===== src/rtl/tdm_pkg.sv =====
// Shared TDM link definitions: framing states, default geometry and channel slicing.
// Used by both ends of the link so slot placement in the parallel word stays consistent.
package tdm_pkg;

    typedef enum logic {
        HUNT = 1'b0,
        RECV = 1'b1
    } tdm_state_e;

    localparam int TDM_WIDTH = 8;
    localparam int TDM_NCH   = 4;

    // LSB position of channel slot in the packed parallel word (slot k at [k*width +: width]).
    function automatic int unsigned ch_lo(input int unsigned slot, input int unsigned width);
        return slot * width;
    endfunction

endpackage


===== src/rtl/tdm_deserializer_if.sv =====
// Serial-in / parallel-out bundle of the TDM receiver; master is the line side, slave the deserializer.
// No backpressure: the line side paces the link with bit_en only.
interface tdm_deserializer_if
    import tdm_pkg::*;
#(
    parameter int WIDTH = TDM_WIDTH,
    parameter int NCH   = TDM_NCH
);
    logic                   bit_en;
    logic                   sync;
    logic                   sdata;
    logic [NCH*WIDTH-1:0]   ch_data;
    logic                   frame_valid;
    logic                   frame_err;
    logic                   locked;

    modport master (
        output bit_en, sync, sdata,
        input  ch_data, frame_valid, frame_err, locked
    );

    modport slave (
        input  bit_en, sync, sdata,
        output ch_data, frame_valid, frame_err, locked
    );
endinterface


===== src/rtl/tdm_bit_shifter.sv =====
// MSB-first word shifter with bit counter; word/word_done are combinational on the sampled bit.
// No backpressure: shifts whenever shift_en is high; restart makes the sampled bit bit 0 of a new word.
module tdm_bit_shifter #(
    parameter int WIDTH = 8
) (
    input  logic             clk,
    input  logic             rst,
    input  logic             shift_en,
    input  logic             restart,
    input  logic             sdata,
    output logic [WIDTH-1:0] word,
    output logic             word_start,
    output logic             word_done
);
    localparam int CW = $clog2(WIDTH);

    logic [WIDTH-1:0] shreg_q, shreg_d;
    logic [CW-1:0]    bit_cnt_q, bit_cnt_d;

    always_comb begin
        shreg_d   = shreg_q;
        bit_cnt_d = bit_cnt_q;
        if (shift_en) begin
            shreg_d = {shreg_q[WIDTH-2:0], sdata};
            if (restart) begin
                bit_cnt_d = CW'(1);
            end else if (bit_cnt_q == CW'(WIDTH - 1)) begin
                bit_cnt_d = '0;
            end else begin
                bit_cnt_d = bit_cnt_q + CW'(1);
            end
        end
    end

    always_ff @(posedge clk or posedge rst) begin
        if (rst) begin
            shreg_q   <= '0;
            bit_cnt_q <= '0;
        end else begin
            shreg_q   <= shreg_d;
            bit_cnt_q <= bit_cnt_d;
        end
    end

    assign word       = {shreg_q[WIDTH-2:0], sdata};
    assign word_start = (bit_cnt_q == '0);
    assign word_done  = shift_en && !restart && (bit_cnt_q == CW'(WIDTH - 1));

endmodule


===== src/rtl/tdm_deserializer.sv =====
// Recovers NCH channel words from a sync-framed bit-serial TDM stream; frame_valid/ch_data one clk after the last bit.
// No backpressure: every bit_en bit is consumed; errors pulse frame_err and never touch ch_data.
module tdm_deserializer
    import tdm_pkg::*;
#(
    parameter int WIDTH = TDM_WIDTH,
    parameter int NCH   = TDM_NCH
) (
    input  logic               clk,
    input  logic               rst,
    tdm_deserializer_if.slave  bus
);
    localparam int SW = $clog2(NCH);
    localparam int FW = NCH * WIDTH;

    tdm_state_e    state_q, state_d;
    logic [SW-1:0] slot_cnt_q, slot_cnt_d;
    logic [FW-1:0] buf_q, buf_d;
    logic [FW-1:0] ch_data_q, ch_data_d;
    logic          frame_valid_q, frame_valid_d;
    logic          frame_err_q, frame_err_d;
    logic          locked_q, locked_d;

    logic             shift_en;
    logic             restart;
    logic [WIDTH-1:0] word;
    logic             word_start;
    logic             word_done;
    logic             frame_start;

    tdm_bit_shifter #(.WIDTH(WIDTH)) u_shifter (
        .clk        (clk),
        .rst        (rst),
        .shift_en   (shift_en),
        .restart    (restart),
        .sdata      (bus.sdata),
        .word       (word),
        .word_start (word_start),
        .word_done  (word_done)
    );

    assign frame_start = word_start && (slot_cnt_q == '0);

    always_comb begin
        state_d       = state_q;
        slot_cnt_d    = slot_cnt_q;
        buf_d         = buf_q;
        ch_data_d     = ch_data_q;
        frame_valid_d = 1'b0;
        frame_err_d   = 1'b0;
        locked_d      = locked_q;
        shift_en      = 1'b0;
        restart       = 1'b0;
        if (bus.bit_en) begin
            case (state_q)
                HUNT: begin
                    if (bus.sync) begin
                        shift_en   = 1'b1;
                        restart    = 1'b1;
                        slot_cnt_d = '0;
                        state_d    = RECV;
                    end
                end
                RECV: begin
                    if (frame_start) begin
                        if (bus.sync) begin
                            shift_en = 1'b1;
                            restart  = 1'b1;
                        end else begin
                            frame_err_d = 1'b1;
                            locked_d    = 1'b0;
                            state_d     = HUNT;
                        end
                    end else if (bus.sync) begin
                        // Sync mid-frame: drop the partial frame and realign on this bit.
                        frame_err_d = 1'b1;
                        locked_d    = 1'b0;
                        shift_en    = 1'b1;
                        restart     = 1'b1;
                        slot_cnt_d  = '0;
                    end else begin
                        shift_en = 1'b1;
                        if (word_done) begin
                            buf_d[ch_lo(32'(slot_cnt_q), WIDTH) +: WIDTH] = word;
                            if (slot_cnt_q == SW'(NCH - 1)) begin
                                slot_cnt_d    = '0;
                                ch_data_d     = buf_d;
                                frame_valid_d = 1'b1;
                                locked_d      = 1'b1;
                            end else begin
                                slot_cnt_d = slot_cnt_q + SW'(1);
                            end
                        end
                    end
                end
                default: state_d = HUNT;
            endcase
        end
    end

    always_ff @(posedge clk or posedge rst) begin
        if (rst) begin
            state_q       <= HUNT;
            slot_cnt_q    <= '0;
            buf_q         <= '0;
            ch_data_q     <= '0;
            frame_valid_q <= 1'b0;
            frame_err_q   <= 1'b0;
            locked_q      <= 1'b0;
        end else begin
            state_q       <= state_d;
            slot_cnt_q    <= slot_cnt_d;
            buf_q         <= buf_d;
            ch_data_q     <= ch_data_d;
            frame_valid_q <= frame_valid_d;
            frame_err_q   <= frame_err_d;
            locked_q      <= locked_d;
        end
    end

    assign bus.ch_data     = ch_data_q;
    assign bus.frame_valid = frame_valid_q;
    assign bus.frame_err   = frame_err_q;
    assign bus.locked      = locked_q;

endmodule


===== src/flat_wrapper.sv =====
// flat-port wrapper written by rule: the top's interface ports become plain ports
module tdm_deserializer_flat import tdm_pkg::*;
#(
    parameter int WIDTH = TDM_WIDTH,
    parameter int NCH   = TDM_NCH
)
  (clk, rst, bus_bit_en, bus_sync, bus_sdata, bus_ch_data, bus_frame_valid, bus_frame_err, bus_locked);
  tdm_deserializer_if #(.WIDTH(WIDTH), .NCH(NCH)) bus_i ();
  input  logic clk;
  input  logic rst;
  input wire logic [$bits(bus_i.bit_en)-1:0] bus_bit_en;
  input wire logic [$bits(bus_i.sync)-1:0] bus_sync;
  input wire logic [$bits(bus_i.sdata)-1:0] bus_sdata;
  output wire logic [$bits(bus_i.ch_data)-1:0] bus_ch_data;
  output wire logic [$bits(bus_i.frame_valid)-1:0] bus_frame_valid;
  output wire logic [$bits(bus_i.frame_err)-1:0] bus_frame_err;
  output wire logic [$bits(bus_i.locked)-1:0] bus_locked;
  assign bus_i.bit_en = bus_bit_en;
  assign bus_i.sync = bus_sync;
  assign bus_i.sdata = bus_sdata;
  assign bus_ch_data = bus_i.ch_data;
  assign bus_frame_valid = bus_i.frame_valid;
  assign bus_frame_err = bus_i.frame_err;
  assign bus_locked = bus_i.locked;
  tdm_deserializer #(.WIDTH(WIDTH), .NCH(NCH)) u_core (.clk(clk), .rst(rst), .bus(bus_i));
endmodule

===== config.mk =====
export PLATFORM = sky130hd
export DESIGN_NAME = tdm_deserializer_flat
export DESIGN_NICKNAME = d
export VERILOG_FILES = /design/src/rtl/tdm_pkg.sv /design/src/rtl/tdm_deserializer_if.sv /design/src/rtl/tdm_bit_shifter.sv /design/src/rtl/tdm_deserializer.sv /design/src/flat_wrapper.sv
export SDC_FILE = /design/constraint.sdc
export NUM_CORES = 1
export LEC_CHECK = 0
export CORE_UTILIZATION = 50
export DETAILED_ROUTE_END_ITERATION = 7
export DONT_BUFFER_PORTS = 1
export PLACE_DENSITY = 0.67
export SYNTH_ARGS = -nofsm -noshare
export SYNTH_HDL_FRONTEND = slang
export SYNTH_SLANG_ARGS = --single-unit
export TNS_END_PERCENT = 20

===== constraint.sdc =====
create_clock -name clk -period 6.9 [get_ports clk]
set_clock_uncertainty 0.1 [all_clocks]
set_input_delay 1.38 -clock clk [delete_from_list [all_inputs] [get_ports clk]]
set_output_delay 1.38 -clock clk [all_outputs]
set_load 0.03 [all_outputs]

After elaboration in Yosys (flattened, before gate mapping):

Index checks and enable logic that the tools add are counted.

* register bits: 80
* input port bits: 5

* add/sub/neg operators: 3
* equality and inequality tests: 6
* shift operators: 2
* muxes and demuxes: 29
* bitwise operators: 3
* reduce and logical (&&, ||, !) cells: 12

Operators with widths (count)
* 5-bit negation with 34-bit output: 1
* 8-bit by 34-bit variable shift with 32-bit output (first input constant): 1
* 8-bit by 34-bit indexed part select with 32-bit output: 1
* 32-bit bitwise mux: 1
* 1-bit two-way mux: 19
* 2-bit two-way mux: 5
* 5-bit AND reduction: 2
* 3-bit two-way mux: 2
* 2-bit inequality test (second input constant): 3
* 6-bit AND reduction: 1
* 3-bit nonzero test: 2
* 2-bit case mux with 2 select lines: 1
* 4-bit AND reduction: 1
* 3-bit by 1-bit adder with 3-bit output (second input constant): 1
* 3-bit equality test (second input constant): 1
* 1-bit logical AND: 3
* 3-bit zero test: 1
* 3-bit inequality test (second input constant): 1
* 1-bit inverter: 3
* 2-bit by 1-bit adder with 2-bit output (second input constant): 1
* 2-bit equality test (second input constant): 1
* 2-bit zero test: 1
* 1-bit case mux with 2 select lines: 1
* 1-bit zero test: 1

Logic depth before layout (Yosys ltp):

* depth after elaboration: 12
* depth in mapped cells: 12

Modules after synthesis:

Synthesis repeated with hierarchy kept, for this count alone.

* cells, all modules: 303
* area, all modules: 3349.5 µm²

Modules (own cells, without submodules)
* tdm_deserializer: instances 1, cells an instance 267, area each 2882.8 µm², sequential area each 1551.5 µm²
* tdm_bit_shifter: instances 1, cells an instance 36, area each 466.7 µm², sequential area each 250.2 µm²

Least setup slack after synthesis:

No wires, ideal clock.

* kind: input -> register
* from: input bus_sync
* to: register u_core.buf_q[24]
* setup time: 0.121 ns
* data arrival time: 2.629 ns
* data required time: 6.679 ns
* setup slack: 4.050 ns
* stages on the path: 8
* cell sequence: inv_1 > ha_1 > and3b_1 > and4_4 > buf_6 > and2_1 > buf_6 > a22o_2

* longest elaborated chain between the ends: 7
* elaborated cells between the ends (all ways): 10
* those cells by class: 5 x mux; 1 x bitwise; 4 x reduce/logical

Ends and longest elaborated chain
* start: declaration: line flat_wrapper.sv:12 `input wire logic [$bits(bus_i.sync)-1:0] bus_sync;`
* 1-bit two-way mux: line tdm_deserializer.sv:57, tdm_deserializer.sv:66, tdm_deserializer.sv:74
* 1-bit two-way mux: line tdm_deserializer.sv:65 `if (frame_start) begin`
* 1-bit case mux with 2 select lines: line tdm_deserializer.sv:55 `case (state_q)`
* 1-bit two-way mux: line tdm_deserializer.sv:54 `if (bus.bit_en) begin`
* 1-bit logical AND (2 in series): line tdm_bit_shifter.sv:47 `assign word_done = shift_en && !restart && (bit_cnt_q == CW'(WIDTH - 1));`
* 5-bit AND reduction (no line) *
* end signal: assignment: line tdm_deserializer.sv:113 `buf_q <= buf_d;`
* end: declaration: line tdm_deserializer.sv:18 `logic [FW-1:0] buf_q, buf_d;`

Every way passes the cells marked *; elsewhere a longest branch is shown, timed or not.
A chain may end at the register's enable or synchronous reset.

Worst setup path in the final report:

* from: register u_core.slot_cnt_q[0]
* to: register u_core.ch_data_q[11], in the netlist u_core.bus.ch_data[11]

* longest elaborated chain between the ends: 8
* elaborated cells between the ends (all ways): 14
* those cells by class: 1 x add/sub; 1 x eq/ne; 2 x shift; 4 x mux; 1 x bitwise; 5 x reduce/logical

Ends and longest elaborated chain
* start: declaration: line tdm_deserializer.sv:17 `logic [SW-1:0] slot_cnt_q, slot_cnt_d;`
* start signal: assignment: line tdm_deserializer.sv:112 `slot_cnt_q <= slot_cnt_d;`
* branches (longest 8 deep; another with 5-bit negation with 34-bit output)
* end signal: assignment: line tdm_deserializer.sv:114 `ch_data_q <= ch_data_d;`
* end: declaration: line tdm_deserializer.sv:19 `logic [FW-1:0] ch_data_q, ch_data_d;`

Several ways; the timed one is not identified.

==> impl_metrics.tcl <==
set metrics [dict create \
    peakVddDrop_v 0.000174 \
    synth_cell_types 39 \
    synth_top_cell_area_share_pct 54.8 \
    area_growth_pct 4.42 \
    grt.overflow.total 0 \
    coreArea_sq_um 6910 \
    end_kind "flip-flop" \
    htreeDepth 3 \
    synth_area_sq_um 3650 \
    max_freq_mhz 319 \
    cts_tree "built" \
    clockBufferDepth 2 \
    tightest_slew_ps 1080 \
    path_delay_family "simple AND/OR/NAND/NOR gates" \
    syn-mean-instance-area_sq_um 10.9 \
    grt.total_usage_pct 20.7 \
    wl_um 6920 \
    max_cap_violations 0 \
    io_pins 40 \
    regToRegSetupSlack_ps 3770 \
    crit_buf_inv 2 \
    vias_per_cell 5.56 \
    cts_inserted_buffers 9 \
    dp_hpwl_um 4340 \
    crit_path_top_delay_cell "nand4_4" \
    drt_iter0_markers 134 \
    min_path_type "reg2reg" \
    crit_chain "inv_2 > ha_1 > nand3b_4 > inv_1 > ha_1 > and4bb_2 > nand4_4 > o21ai_0" \
    post-route-min-period_ps 3130 \
    cpMostUsedCell "ha_1" \
    post_cts_buffers 0 \
    grt_start_max_net_pins 81 \
    crit_fanout 64 \
    yosysWarnings 0 \
    worstPathRequired_ps 7050 \
    cts_hold_buf 0 \
    p_leak_nw 1.74 \
    clkSinkCount 80 \
    timing.rr.start "u_core.slot_cnt_q[0]" \
    synthesis.nets 351 \
    setup_viol 0 \
    finalCritPeriodShare_pct 45.4 \
    synth_sequential_area_ratio_pct 54.8 \
    relSlewSlack_pct 27.8 \
    synth-async-reset-ratio_pct 100 \
    die_w_um 87.5 \
    start_util_pct 52.9 \
    yosys-top-cells-area "dfrtp_1 (55%), a22o_1 (6.2%), nor2b_1 (5.0%)" \
    dieArea_sq_um 7650 \
    first_pass_iters 4 \
    synthCells 336 \
    finish.utilization_pct 55.2 \
    critPathKind "reg2reg" \
    layout-drive-gt1-share_pct 11.9 \
    clk_latency_ps 350 \
    root_buffer "clkbuf_8" \
    first_global_vias 2279 \
    synth-edff-count 0 \
    final_common_cell "dfrtp_1" \
    synthFlopType "dfrtp_1" \
    cts_resized 0 \
    drc_errors 0 \
    port_buffers 0 \
    final_cell_mix "dfrtp_1 (80), nand2_1 (43), a21oi_1 (34), o21ai_0 (32), nor2b_1 (29)" \
    rsz0062_at_grt "false" \
    cp-start-kind "flip-flop" \
    cp-startpoint "u_core.slot_cnt_q[0]" \
    critPathCapture "u_core.bus.ch_data[11]" \
    rr_worst_depth 8 \
    grt_first_pass_wirelength_um 11700 \
    outcome "complete, no violations" \
    arrival_ps 3290 \
    drtAntennaViolNets 0 \
    slew_violations 0 \
    nets 338 \
    r2r_end "u_core.bus.ch_data[11]" \
    detail_route.wl_per_cell_um 16.3 \
    clk_pin_slew_ps 80 \
    ys_seq_elements 80 \
    antenna_found_initial 0 \
    antenna_cells 0 \
    power_density_nw_per_um2 277 \
    critical_path_depth 8 \
    hold_viol 0 \
    setup_tns_ps 0 \
    vias 2357 \
    yosysTopAreaCell "dfrtp_1" \
    die_h_um 87.5 \
    gp_congestion 0.767 \
    slowest_delay_ps 570 \
    rows 30 \
]
[worst min path at each step]
stage                                 from               end  slack [ps]  cells after the start
after floorplan           u_core.buf_q[16]  u_core.buf_q[16]         360                      1
after global placement     u_core.buf_q[7]   u_core.buf_q[7]         380                      1
after detailed placement   u_core.buf_q[0]   u_core.buf_q[0]         370                      1
after CTS                 u_core.buf_q[21]  u_core.buf_q[21]         400                      1
after global routing      u_core.buf_q[21]  u_core.buf_q[21]         410                      1
final                     u_core.buf_q[26]  u_core.buf_q[26]         390                      1
[per-layer routing]
layer | part of all wire (%) | GRT usage (%) | up-vias
met5 | 0 | 0 | -
met3 | 4.0 | 4.64 | 11
met4 | 1.9 | 9.99 | 0
li1 | - | - | 1145
met1 | 51 | 29.8 | 1156
met2 | 43 | 29.4 | 45
[logic make-up (layout without fill, tap and decap cells)]
group / after synthesis / after routing / synth area share, %
adder cells (fa/ha/maj): 10 / 10 / 3.43
multiplexers: 8 / 8 / 2.43
buffers and inverters: 33 / 25 / 4.69
AO/OA/AOI/OAI: 109 / 109 / 19.0
flip-flops: 80 / 80 / 54.8
AND/OR/NAND/NOR: 96 / 96 / 15.6
[stage by stage]
step           hold WS (ps)  std cells  area (sq um)  power [mW]  setup slack [ps]
5_1_grt                 406        424          3810        1.11              3400
6_report                394        424          3810        1.06              3770
2_1_floorplan           358        336          3650       0.704              3370
3_5_place_dp            375        408          3640       0.752              3620
3_3_place_gp            375        408          3640       0.748              3700
4_1_cts                 400        424          3810        1.06              3720
[area by class of cell]
type	count	area, sq um
Clock buffer	11	141
Clock inverter	5	32.5
Fill cell	640	3090
Inverter	8	31.3
Multi-Input combinational cell	223	1480
Sequential cell	80	2000
Tap cell	96	120
Timing Repair Buffer	1	7.51
[report_power, final]
part | switching, mW | leakage, nW | internal (mW)
Clock | 0.172 | 0.0813 | 0.139
Sequential | 0.101 | 1.09 | 0.510
Combinational | 0.0648 | 0.568 | 0.0692
Total | 0.338 | 1.74 | 0.719
[state kept, by name, summed over array words and instances (netlist names)]
name                        cells
u_core.buf_q                   32
u_core.bus.ch_data             32
u_core.bus.frame_err            1
u_core.bus.frame_valid          1
u_core.bus.locked               1
u_core.slot_cnt_q               2
u_core.state_q                  1
u_core.u_shifter.bit_cnt_q      3
u_core.u_shifter.shreg_q        7
[cells in the mapped netlist, drive strengths merged, types with 2 or more instances]
| cell | count |
|---|---|
| nor4b | 2 |
| ha | 10 |
| nand3b | 2 |
| nor2b | 29 |
| and4bb | 2 |
| dfrtp | 80 |
| buf | 22 |
| and2b | 3 |
| nand2 | 43 |
| nor2 | 4 |
| and4 | 2 |
| a21oi | 34 |
| a22o | 33 |
| clkbuf | 3 |
| o21ai | 36 |
| mux2 | 7 |
| inv | 8 |
| and2 | 4 |
[worst reg2reg max path, cell delays in order (launching register included)]
cell and delay, ps:
dfrtp_1 530, inv_2 110, ha_1 440, nand3b_4 210, inv_1 100, ha_1 210
and4bb_2 350, nand4_4 570, o21ai_0 420
No activity file was read; power rests on OpenSTA's default activity.
